File: src/rtl/audio_pkg.sv
// Shared definitions for the WM8731 audio datapath: default word width,
// receive FSM states and the L/R channel encoding carried on lrck.
package audio_pkg;

  localparam int AUDIO_DATA_W = 16;

  typedef enum logic [1:0] {
    ALIGN = 2'd0,
    SHIFT = 2'd1,
    WAIT  = 2'd2
  } rx_state_e;

  // lrck low selects the left channel, high selects the right channel.
  typedef enum logic {
    CH_LEFT  = 1'b0,
    CH_RIGHT = 1'b1
  } channel_e;

endpackage : audio_pkg

File: src/rtl/sync_edge.sv
// Multi-flop synchroniser for an asynchronous 1-bit input, with a one-cycle
// strobe on each synchronised rising edge. STAGES must be at least 2.
module sync_edge #(
  parameter int STAGES = 2
) (
  input  logic clk,
  input  logic rst,
  input  logic d,
  output logic q,
  output logic rise
);

  logic [STAGES-1:0] sync_q, sync_d;
  logic              prev_q, prev_d;

  always_comb begin
    sync_d = {sync_q[STAGES-2:0], d};
    prev_d = sync_q[STAGES-1];
  end

  // NOTE: sequential state is updated with non-blocking assignments only, so
  // every flop samples the pre-edge value of its neighbours.
  always_ff @(posedge clk) begin
    if (rst) begin
      sync_q <= '0;
      prev_q <= 1'b0;
    end else begin
      sync_q <= sync_d;
      prev_q <= prev_d;
    end
  end

  assign q    = sync_q[STAGES-1];
  assign rise = sync_q[STAGES-1] & ~prev_q;

endmodule : sync_edge

File: src/rtl/i2s_adc_rx.sv
// WM8731 ADC receive path: oversamples bclk/lrck/adcdat on sys_clk, deframes
// I2S left/right words and presents each pair on a valid/ready interface.
module i2s_adc_rx
  import audio_pkg::*;
#(
  parameter int DATA_W      = AUDIO_DATA_W,
  parameter int SYNC_STAGES = 2
) (
  input  logic              sys_clk,
  input  logic              sys_rst,
  input  logic              bclk,
  input  logic              lrck,
  input  logic              adcdat,
  output logic [DATA_W-1:0] left_data,
  output logic [DATA_W-1:0] right_data,
  output logic              sample_valid,
  input  logic              sample_ready,
  output logic              overrun,
  output logic              frame_err,
  input  logic              err_clr
);

  localparam int             CNT_W    = $clog2(DATA_W + 1);
  localparam logic [CNT_W-1:0] CNT_LOAD = CNT_W'(DATA_W);
  localparam logic [CNT_W-1:0] CNT_ONE  = CNT_W'(1);

  logic bclk_s, bclk_rise;
  logic lrck_s, lrck_rise;
  logic adcdat_s, adcdat_rise;

  sync_edge #(.STAGES(SYNC_STAGES)) u_sync_bclk (
    .clk (sys_clk), .rst (sys_rst), .d (bclk),   .q (bclk_s),   .rise (bclk_rise)
  );
  sync_edge #(.STAGES(SYNC_STAGES)) u_sync_lrck (
    .clk (sys_clk), .rst (sys_rst), .d (lrck),   .q (lrck_s),   .rise (lrck_rise)
  );
  sync_edge #(.STAGES(SYNC_STAGES)) u_sync_adcdat (
    .clk (sys_clk), .rst (sys_rst), .d (adcdat), .q (adcdat_s), .rise (adcdat_rise)
  );

  // Only the bclk strobe drives the protocol; the other outputs are spare.
  logic unused_sync;
  assign unused_sync = bclk_s ^ lrck_rise ^ adcdat_rise;

  rx_state_e         state_q, state_d;
  channel_e          chan_q, chan_d;
  logic [CNT_W-1:0]  bit_cnt_q, bit_cnt_d;
  logic [DATA_W-1:0] shreg_q, shreg_d;
  logic [DATA_W-1:0] left_hold_q, left_hold_d;
  logic              lrck_prev_q, lrck_prev_d;
  logic [DATA_W-1:0] left_data_q, left_data_d;
  logic [DATA_W-1:0] right_data_q, right_data_d;
  logic              valid_q, valid_d;
  logic              overrun_q, overrun_d;
  logic              frame_err_q, frame_err_d;

  logic [DATA_W-1:0] shreg_shift;
  logic              lrck_edge;
  logic              pair_done;
  logic              frame_err_set;
  logic              overrun_set;

  assign shreg_shift = {shreg_q[DATA_W-2:0], adcdat_s};
  assign lrck_edge   = (lrck_s != lrck_prev_q);

  // NOTE: every signal written here gets a default first, so no path can
  // leave one unassigned and infer a latch.
  always_comb begin
    state_d       = state_q;
    chan_d        = chan_q;
    bit_cnt_d     = bit_cnt_q;
    shreg_d       = shreg_q;
    left_hold_d   = left_hold_q;
    lrck_prev_d   = lrck_prev_q;
    pair_done     = 1'b0;
    frame_err_set = 1'b0;

    if (bclk_rise) begin
      lrck_prev_d = lrck_s;
      unique case (state_q)
        ALIGN: begin
          if (lrck_edge && (lrck_s == CH_LEFT)) begin
            state_d   = SHIFT;
            chan_d    = CH_LEFT;
            bit_cnt_d = CNT_LOAD;
          end
        end
        SHIFT: begin
          if (lrck_edge) begin
            // Short word: drop it and start collecting the new channel.
            frame_err_set = 1'b1;
            chan_d        = channel_e'(lrck_s);
            bit_cnt_d     = CNT_LOAD;
            shreg_d       = '0;
          end else begin
            shreg_d   = shreg_shift;
            bit_cnt_d = bit_cnt_q - CNT_ONE;
            if (bit_cnt_q == CNT_ONE) begin
              state_d = WAIT;
              if (chan_q == CH_LEFT) left_hold_d = shreg_shift;
              else                   pair_done   = 1'b1;
            end
          end
        end
        WAIT: begin
          if (lrck_edge) begin
            state_d   = SHIFT;
            chan_d    = channel_e'(lrck_s);
            bit_cnt_d = CNT_LOAD;
          end
        end
        default: state_d = ALIGN;
      endcase
    end
  end

  // Output pair register, valid/ready handshake and sticky error flags.
  always_comb begin
    left_data_d  = left_data_q;
    right_data_d = right_data_q;
    valid_d      = valid_q;
    overrun_set  = 1'b0;

    if (valid_q && sample_ready) valid_d = 1'b0;
    if (pair_done) begin
      valid_d      = 1'b1;
      left_data_d  = left_hold_q;
      right_data_d = shreg_shift;
      overrun_set  = valid_q && !sample_ready;
    end

    overrun_d   = (overrun_q   && !err_clr) || overrun_set;
    frame_err_d = (frame_err_q && !err_clr) || frame_err_set;
  end

  always_ff @(posedge sys_clk) begin
    if (sys_rst) begin
      state_q      <= ALIGN;
      chan_q       <= CH_LEFT;
      bit_cnt_q    <= CNT_LOAD;
      shreg_q      <= '0;
      left_hold_q  <= '0;
      lrck_prev_q  <= 1'b0;
      left_data_q  <= '0;
      right_data_q <= '0;
      valid_q      <= 1'b0;
      overrun_q    <= 1'b0;
      frame_err_q  <= 1'b0;
    end else begin
      state_q      <= state_d;
      chan_q       <= chan_d;
      bit_cnt_q    <= bit_cnt_d;
      shreg_q      <= shreg_d;
      left_hold_q  <= left_hold_d;
      lrck_prev_q  <= lrck_prev_d;
      left_data_q  <= left_data_d;
      right_data_q <= right_data_d;
      valid_q      <= valid_d;
      overrun_q    <= overrun_d;
      frame_err_q  <= frame_err_d;
    end
  end

  assign left_data    = left_data_q;
  assign right_data   = right_data_q;
  assign sample_valid = valid_q;
  assign overrun      = overrun_q;
  assign frame_err    = frame_err_q;

endmodule : i2s_adc_rx

File: config.mk
export PLATFORM = sky130hd
export DESIGN_NAME = i2s_adc_rx
export DESIGN_NICKNAME = d
export VERILOG_FILES = /design/src/rtl/audio_pkg.sv /design/src/rtl/sync_edge.sv /design/src/rtl/i2s_adc_rx.sv
export SDC_FILE = /design/constraint.sdc
export NUM_CORES = 1
export LEC_CHECK = 0
export CAP_MARGIN = 20
export CORE_MARGIN = 3
export CORE_UTILIZATION = 48
export CTS_CLUSTER_DIAMETER = 150
export DETAILED_ROUTE_END_ITERATION = 8
export PLACE_DENSITY = 0.76
export SYNTH_ARGS = -nofsm -noshare
export SYNTH_HDL_FRONTEND = slang
export SYNTH_SLANG_ARGS = --single-unit
File: constraint.sdc
create_clock -name sys_clk -period 1.85 [get_ports sys_clk]
set_input_delay 0.2775 -clock sys_clk [delete_from_list [all_inputs] [get_ports sys_clk]]
set_output_delay 0.2775 -clock sys_clk [all_outputs]
set_load 0.02 [all_outputs]
# After elaboration in Yosys (flattened, before gate mapping)
# Index checks and enable logic that the tools add are counted.
# totals
regBits,82
latchBits,0
ramBits,0
mem_bits_ro,0
output_inout_bits,35
word_cells,73
mem_count,0
# classes
addsub,1
n_mul,0
div,0
order_cmp,0
eq_ne,9
shift,0
mux,24
bitwise,5
reduce_logical,19
# ops
op,count
15-bit 2-to-1 mux,1
5-bit 2-to-1 mux,3
5-bit case mux with 3 select lines,1
1-bit 2-to-1 mux,13
5-bit AND reduction,2
2-bit 2-to-1 mux,4
"2-bit inequality test, second input constant",4
4-bit AND reduction,2
2-bit case mux with 3 select lines,1
"5-bit by 1-bit equality test with 1-bit output, second input constant",1
1-bit logical AND,5
"5-bit by 1-bit subtractor with 5-bit output, second input constant",1
1-bit inverter,4
2-bit nonzero test,2
3-bit nonzero test,1
"2-bit by 1-bit equality test with 1-bit output, second input constant",1
"2-bit equality test, second input constant",1
1-bit zero test,2
2-bit zero test,1
1-bit logical OR,2
"2-bit by 1-bit inequality test with 1-bit output, second input constant",1
1-bit case mux with 2 select lines,1
2-bit AND reduction,1
2-bit OR reduction,1
other kinds (2),2

# Depth between registers and ports, before layout
# Gate-level depths: netlist (run 1).
# logic_depth
ltp_word,7
ltp_mapped,9
ltp_nobuf,6

# Hierarchy
# Synthesis (run 1) repeated with hierarchy kept, for this count alone.
# hier_totals
hier_cells,366
hier_area_um2,3214.3
# by_module_without_submodules
mod,instances,cells_each,area_each_um2
i2s_adc_rx,1,345,2951.6
sync_edge,3,7,87.6

# Worst setup path after synthesis (run 1)
# Ideal clock, no wire load.
# synth_path
path_kind,reg-to-reg
start,reg u_sync_lrck.sync_q[1]
end,reg left_hold_q[10]
setup_ns,0.128
arrival_ns,1.705
required_time_ns,1.722
path_slack_ns,0.017
path_stages_with_launch,10
path_cell_list,dfxtp_1 -> inv_1 -> ha_1 -> and4b_1 -> buf_6 -> and3b_1 -> buf_6 -> buf_12 -> mux2i_1 -> nor2_1
# synth_via
elab_chain_len,3
# synth_lines
item,line_no,text
"start, declared",sync_edge.sv:13,"logic [STAGES-1:0] sync_q, sync_d;"
"start signal, assigned",sync_edge.sv:28,sync_q <= sync_d;
1-bit inequality test,i2s_adc_rx.sv:64,assign lrck_edge = (lrck_s != lrck_prev_q);
1-bit inverter (no source line),-,
5-bit AND reduction (no source line),-,
"end signal, assigned",i2s_adc_rx.sv:154,left_hold_q <= left_hold_d;
"end, declared",i2s_adc_rx.sv:49,"logic [DATA_W-1:0] left_hold_q, left_hold_d;"
# Every way passes these cells.
# A chain may end at the register's enable or synchronous reset.

# Worst setup path after layout (run 1)
# layout_path
start,reg u_sync_lrck.sync_q[1]
end,reg left_hold_q[14]
# Same word-level chain as after synthesis.

==> results of run 1 <==
## worst max-delay path, stage by stage, from the launching register on
cell,delay (ns)
dfxtp_1,0.33
inv_1,0.08
ha_4,0.28
and4b_2,0.27
and3b_2,0.27
clkbuf_16,0.19
mux2i_1,0.20
nor2_1,0.05
## power by group through the flow
stage                     clock network (mW)  logic, mW  registers [mW]
final                                   1.31     0.0618            1.77
after floorplan                            0     0.0374            1.81
after global routing                    1.42     0.0679            1.77
after CTS                               1.34     0.0604            1.77
after global placement                     0     0.0597            1.81
after detailed placement                   0     0.0601            1.81
## how the worst max path moves through the flow
stage / to / cells past startpoint / start
2_1_floorplan: left_hold_q[10] / 9 / u_sync_lrck.sync_q[1]
3_3_place_gp: bit_cnt_q[4] / 6 / state_q[0]
3_5_place_dp: bit_cnt_q[4] / 6 / state_q[0]
4_1_cts: bit_cnt_q[4] / 6 / state_q[0]
5_1_grt: bit_cnt_q[4] / 6 / state_q[1]
6_report: left_hold_q[14] / 7 / u_sync_lrck.sync_q[1]
## placed cells by master (no fill, tap or decap), types with 6 or more instances in the layout
| master | instances |
|---|---|
| a21oi_1 | 38 |
| a22oi_1 | 16 |
| buf_4 | 13 |
| clkbuf_8 | 10 |
| clkdlybuf4s50_1 | 40 |
| dfxtp_1 | 80 |
| ha_1 | 6 |
| mux2i_1 | 17 |
| nand2_1 | 74 |
| nor2_1 | 43 |
| nor2b_1 | 8 |
## through the flow
step | instances | cell area (um2) | util (%)
floorplan | 341 | 3094 | -
global route | 469 | 3899 | 63.96
finish | 469 | 3899 | 63.96
CTS | 464 | 3802 | 62.38
global placement | 448 | 3598 | 59.03
detailed placement | 448 | 3598 | 59.03
## repair_timing
action	in CTS	in global routing
hold buffers	0	0
setup endpoints to repair	0	18
gates resized for setup	0	11
setup buffers	0	4
## registers in the layout, indices dropped and copies added, names as in the netlist, 2 cells and up
register / cells
left_data: 16
left_hold_q: 16
right_data: 16
shreg_q: 15
bit_cnt_q: 5
state_q: 2
u_sync_adcdat.sync_q: 2
u_sync_bclk.sync_q: 2
u_sync_lrck.sync_q: 2
## cells by family (layout without fill, tap and decap cells)
| kind of cell | Yosys count | in the layout | synth area share (%) |
|---|---|---|---|
| mux | 18 | 18 | 5.863 |
| simple gates | 141 | 141 | 20.42 |
| compound gates | 64 | 64 | 12.62 |
| buf+inv | 28 | 81 | 4.812 |
| fa+ha+maj | 8 | 8 | 3.235 |
| flops | 82 | 82 | 53.05 |
## per-layer routing
layer	vias up	global-route usage, %	share of wire (%)
li1	1233	-	-
met1	1166	23.76	46
met2	62	27.96	47
met3	8	3.802	5.0
met4	0	7.224	1.8
met5	-	0	0
## layout make-up
cell class              count  area [um2]
clock inverters             5       62.56
clock buffers              11       141.4
fillers                   522        2197
well taps                  75       93.84
flip-flops and latches     82        1644
inverters                   7       26.28
multi-input cells         231        1343
repair buffers             58       588.1
==> impl_metrics.csv, run 1 <==
group,metric,value,unit
logic_synthesis,async_reset_ff_share,0,%
logic_synthesis,yosys-top-cells-count,"dfxtp_1 (82), nand2_1 (74), nor2_1 (43), a21oi_1 (38), mux2i_1 (17)",
logic_synthesis,synth_seq_cells,82,
sta,setup_viol,0,
die,io_pins,42,
clock_network,htree_num_levels,3,
route,drt-total-wl,6216,um
sta,fin_crit_sh,95.40,%
clock_network,clockBufferDepth,2,
logic_synthesis,synthCells,341,
placement,gp_congestion,0.8759,
power,share_comb_of_total_power,2.0,%
power,internal-power,2.463,mW
sta,timing.hold.ws,0.3435,ns
grt,grt_max_degree,64,
sta,skew,0.01302,ns
logic_synthesis,synth_top_area_cell,"dfxtp_1",
die,die_y,86.29,um
setup_path,required,2.09,ns
route,firstDrtPassIters,4,
setup_path,cp-start-kind,"flop",
sta,worst_slew_pin_slew,0.4009,ns
power,p_leak,1.337,nW
logic_synthesis,synth_most_common_cell,"dfxtp_1",
die,coreArea,6096,um2
route,antenna_left,0,
grt,antenna_found_initial,0,
logic_synthesis,synth_area_leaders,"dfxtp_1 (53%), nand2_1 (9.0%), a21oi_1 (6.1%)",
run_status,status,"completed",
setup_path,cp-end-kind,"flop",
clock_network,cts_tree,"built",
logic_synthesis,synth_edf_count,0,
finish,antenna_cells,0,
clock_network,clk_pin_slew_worst_paths,0.08,ns
clock_network,clock_sinks,82,
power,p_switching,684.0,uW
sta,setup_slack,0.08504,ns
hold_path,hold-path-cell-count,2,
logic_synthesis,synth_sequential_area_ratio,53.05,%
power,power,3.147,mW
setup_path,reg2regPathDepth,7,
finish,layout-drive-gt1-share,12.18,%
hold_path,hold_class,"input pin to flop",
route,via_count,2469,
grt,grtUsageTotal,17.74,%
power,switching_share,21.74,%
sta,hold_violations,0,
setup_path,r2r-start,"u_sync_lrck.sync_q[1]",
die,start_util,50.76,%
setup_path,r2r_slack,0.09,ns
logic_synthesis,ys.flop_type,"dfxtp_1",
sta,period_minus_slack,1.765,ns
placement,placement.io_buffers,41,
die,die_x,86.29,um
route,viasPerCell,5.264,
route,wl_per_cell,13.25,um
grt,grt_pass1_vias,2274,
grt,grt_overflow,0,
clock_network,cts_made_buffers,9,
finish,finalNetCount,404,
route,drc,0,
hold_path,hold_path_end,"bit_cnt_q[1]",
placement,place_ws,-0.008178,ns
sta,finalSetupTns,0,ns
sta,slew_headroom,73.28,%
power,ir_worst_vdd,0.0004693,V
logic_synthesis,ys_types,35,
setup_path,cp.arrival,2.00,ns
die,die_area,7446,um2
clock_network,root_buffer,"clkbuf_8",
sta,fmax,566.6,MHz
logic_synthesis,syn_avg_cell_area,9.074,um2
setup_path,critical_path_class,"flop to flop",
sta,slew_viol_final,0,
clock_network,clkLatencyLatePin,0.35,ns
power,pwr-share-clk,41.7,%
setup_path,r2r-end,"left_hold_q[14]",
logic_synthesis,yosysWarnings,0,
hold_path,hold_start,"sys_rst",
logic_synthesis,syn_nets,356,
power,cellPowerDensity,807.1,nW/um2
placement,dp_hpwl,3931,um
die,fp-row-count,28,
grt,grt_pass1_wl,10660,um
logic_synthesis,syn_area,3094,um2
setup_path,worstPathMaxFanout,8,
finish,synthToLayoutAreaGrowth,26.00,%
route,drt_iter0_markers,153,
power,sequentialPowerShare,56.4,%
job,max_cap_violations,0,
logic_synthesis,synth.top_cell.area_share,53.05,%
Note: power is estimated with default switching activity, not from simulation.
==> run 2, diff against run 1 <==
==> constraint.sdc (replaced) <==
create_clock -name sys_clk -period 1.85 [get_ports sys_clk]
set_input_delay 0.555 -clock sys_clk [delete_from_list [all_inputs] [get_ports sys_clk]]
set_output_delay 0.555 -clock sys_clk [all_outputs]
set_load 0.02 [all_outputs]
==> impl_metrics.csv, run 2 (synthesis gave the netlist of run 1 again) <==
group,metric,value,unit
sta,setup_slack,0.07750,ns
sta,skew,0.01218,ns
sta,setup_viol,0,
die,start_util,50.76,%
setup_path,cp-end-kind,"flop",
power,ir_worst_vdd,0.0004693,V
power,p_leak,1.577,nW
power,p_switching,684.7,uW
finish,synthToLayoutAreaGrowth,25.19,%
setup_path,critical_path_class,"flop to flop",
setup_path,max_stage_delay,0.33,ns
grt,grt_pass1_vias,2263,
die,io_pins,42,
grt,grt_max_degree,64,
route,drc,0,
power,switching_share,21.75,%
die,die_y,86.29,um
die,die_x,86.29,um
setup_path,cp-start-kind,"flop",
power,share_comb_of_total_power,2.0,%
grt,grt_pass1_wl,10610,um
sta,timing.hold.ws,0.4370,ns
placement,place_ws,-0.008178,ns
finish,antenna_cells,0,
grt,antenna_found_initial,0,
setup_path,cp_slowest_cell,"dfxtp_1",
hold_path,hold_class,"flop to flop",
setup_path,reg2regPathDepth,7,
sta,slew_viol_final,0,
clock_network,htree_num_levels,3,
grt,grtUsageTotal,17.66,%
route,via_count,2470,
setup_path,worstPathMaxFanout,8,
clock_network,clk_pin_slew_worst_paths,0.08,ns
route,viasPerCell,5.267,
clock_network,clock_sinks,82,
route,wl_per_cell,13.30,um
route,drt_iter0_markers,158,
clock_network,cts_made_buffers,9,
placement,placed_area,3598,um2
finish,multi_input_comb_area,1343,um2
setup_path,r2r-start,"u_sync_lrck.sync_q[1]",
clock_network,clkLatencyLatePin,0.35,ns
route,antenna_left,0,
finish,fin_area,3874,um2
clock_network,clockBufferDepth,2,
run_status,status,"completed",
sta,period_minus_slack,1.772,ns
sta,fmax,564.2,MHz
power,sequentialPowerShare,56.3,%
sta,fin_crit_sh,95.81,%
placement,gp_congestion,0.8759,
power,cellPowerDensity,812.5,nW/um2
route,drt-total-wl,6240,um
clock_network,holdBufCountCts,0,
job,max_cap_violations,0,
setup_path,cp-endpoint,"left_hold_q[14]",
finish,layout-drive-gt1-share,12.18,%
finish,finalNetCount,404,
setup_path,cp.arrival,2.01,ns
placement,dp_hpwl,3931,um
finish,fillCellCount,544,
route,firstDrtPassIters,5,
placement,placement.io_buffers,41,
setup_path,required,2.09,ns
sta,slew_headroom,73.12,%
setup_path,crit_chain,"inv_1 -> ha_4 -> and4b_2 -> and3b_2 -> clkbuf_16 -> mux2i_1 -> nor2_1",
finish,final_core_utilization,63.55,%
grt,grt_overflow,0,
finish,layout_commonest_cell,"dfxtp_1",
sta,hold_violations,0,
setup_path,worstSetupStartpoint,"u_sync_lrck.sync_q[1]",
finish,seq_area,1644,um2
sta,finalSetupTns,0,ns
power,internal-power,2.463,mW
setup_path,r2r-end,"left_hold_q[14]",
die,fp-row-count,28,
setup_path,r2r_slack,0.08,ns
power,pwr-share-clk,41.7,%
finish,layout_common_cells,"dfxtp_1 (80), nand2_1 (74), nor2_1 (43)",
sta,worst_slew_pin_slew,0.4032,ns
clock_network,cts_tree,"built",
die,die_area,7446,um2
clock_network,root_buffer,"clkbuf_8",
die,coreArea,6096,um2
==> run 2: cell type report <==
class / count / share of cell area, %
repair buffers: 58 / 14.53
clock inverters: 5 / 1.615
flip-flops and latches: 82 / 42.44
clock buffers: 11 / 3.650
multi-input cells: 231 / 34.66
well taps: 75 / 2.422
inverters: 7 / 0.6783
==> run 2: worst min-delay path by stage <==
stage                                       start                 endpoint  slack, ns  cells after the start
after floorplan           u_sync_adcdat.sync_q[0]  u_sync_adcdat.sync_q[1]       0.41                      1
after global placement      u_sync_bclk.sync_q[0]    u_sync_bclk.sync_q[1]       0.42                      1
after detailed placement    u_sync_lrck.sync_q[0]    u_sync_lrck.sync_q[1]       0.42                      1
after CTS                   u_sync_lrck.sync_q[0]    u_sync_lrck.sync_q[1]       0.44                      1
after global routing        u_sync_bclk.sync_q[0]    u_sync_bclk.sync_q[1]       0.45                      1
final                       u_sync_lrck.sync_q[0]    u_sync_lrck.sync_q[1]       0.44                      1
==> run 2: what timing repair did <==
action | in CTS | in global routing
pin swaps | 0 | 5
setup endpoints to repair | 30 | 23
buffers inserted | 0 | 4
resized for setup | 30 | 16
gates cloned | 0 | 1
==> run 2: power groups by stage <==
stage               registers [mW]  logic [mW]  clock network (mW)
global placement              1.81      0.0597                   0
CTS                           1.77      0.0604                1.34
finish                        1.77      0.0620                1.31
detailed placement            1.81      0.0601                   0
floorplan                     1.81      0.0374                   0
global route                  1.77      0.0679                1.42
==> run 2: layer usage <==
| layer | share of wire (%) | global-route usage, % |
|---|---|---|
| met3 | 5.0 | 3.802 |
| met2 | 46 | 27.96 |
| met1 | 47 | 23.52 |
| met5 | 0 | 0 |
| met4 | 1.8 | 7.224 |
==> run 2: critical path, delay by kind of cell, from the launching register on <==
family / cells / cell delay (ns)
AND/OR/NAND/NOR: 3 / 0.59
flip-flops: 1 / 0.33
adder cells (fa/ha/maj): 1 / 0.28
buffers and inverters: 2 / 0.27
multiplexers: 1 / 0.20
==> run 2: through the flow <==
stage / total power, mW / cells
floorplan: 1.851 / 341
global placement: 1.875 / 448
detailed placement: 1.875 / 448
CTS: 3.176 / 464
global route: 3.265 / 469
finish: 3.147 / 469
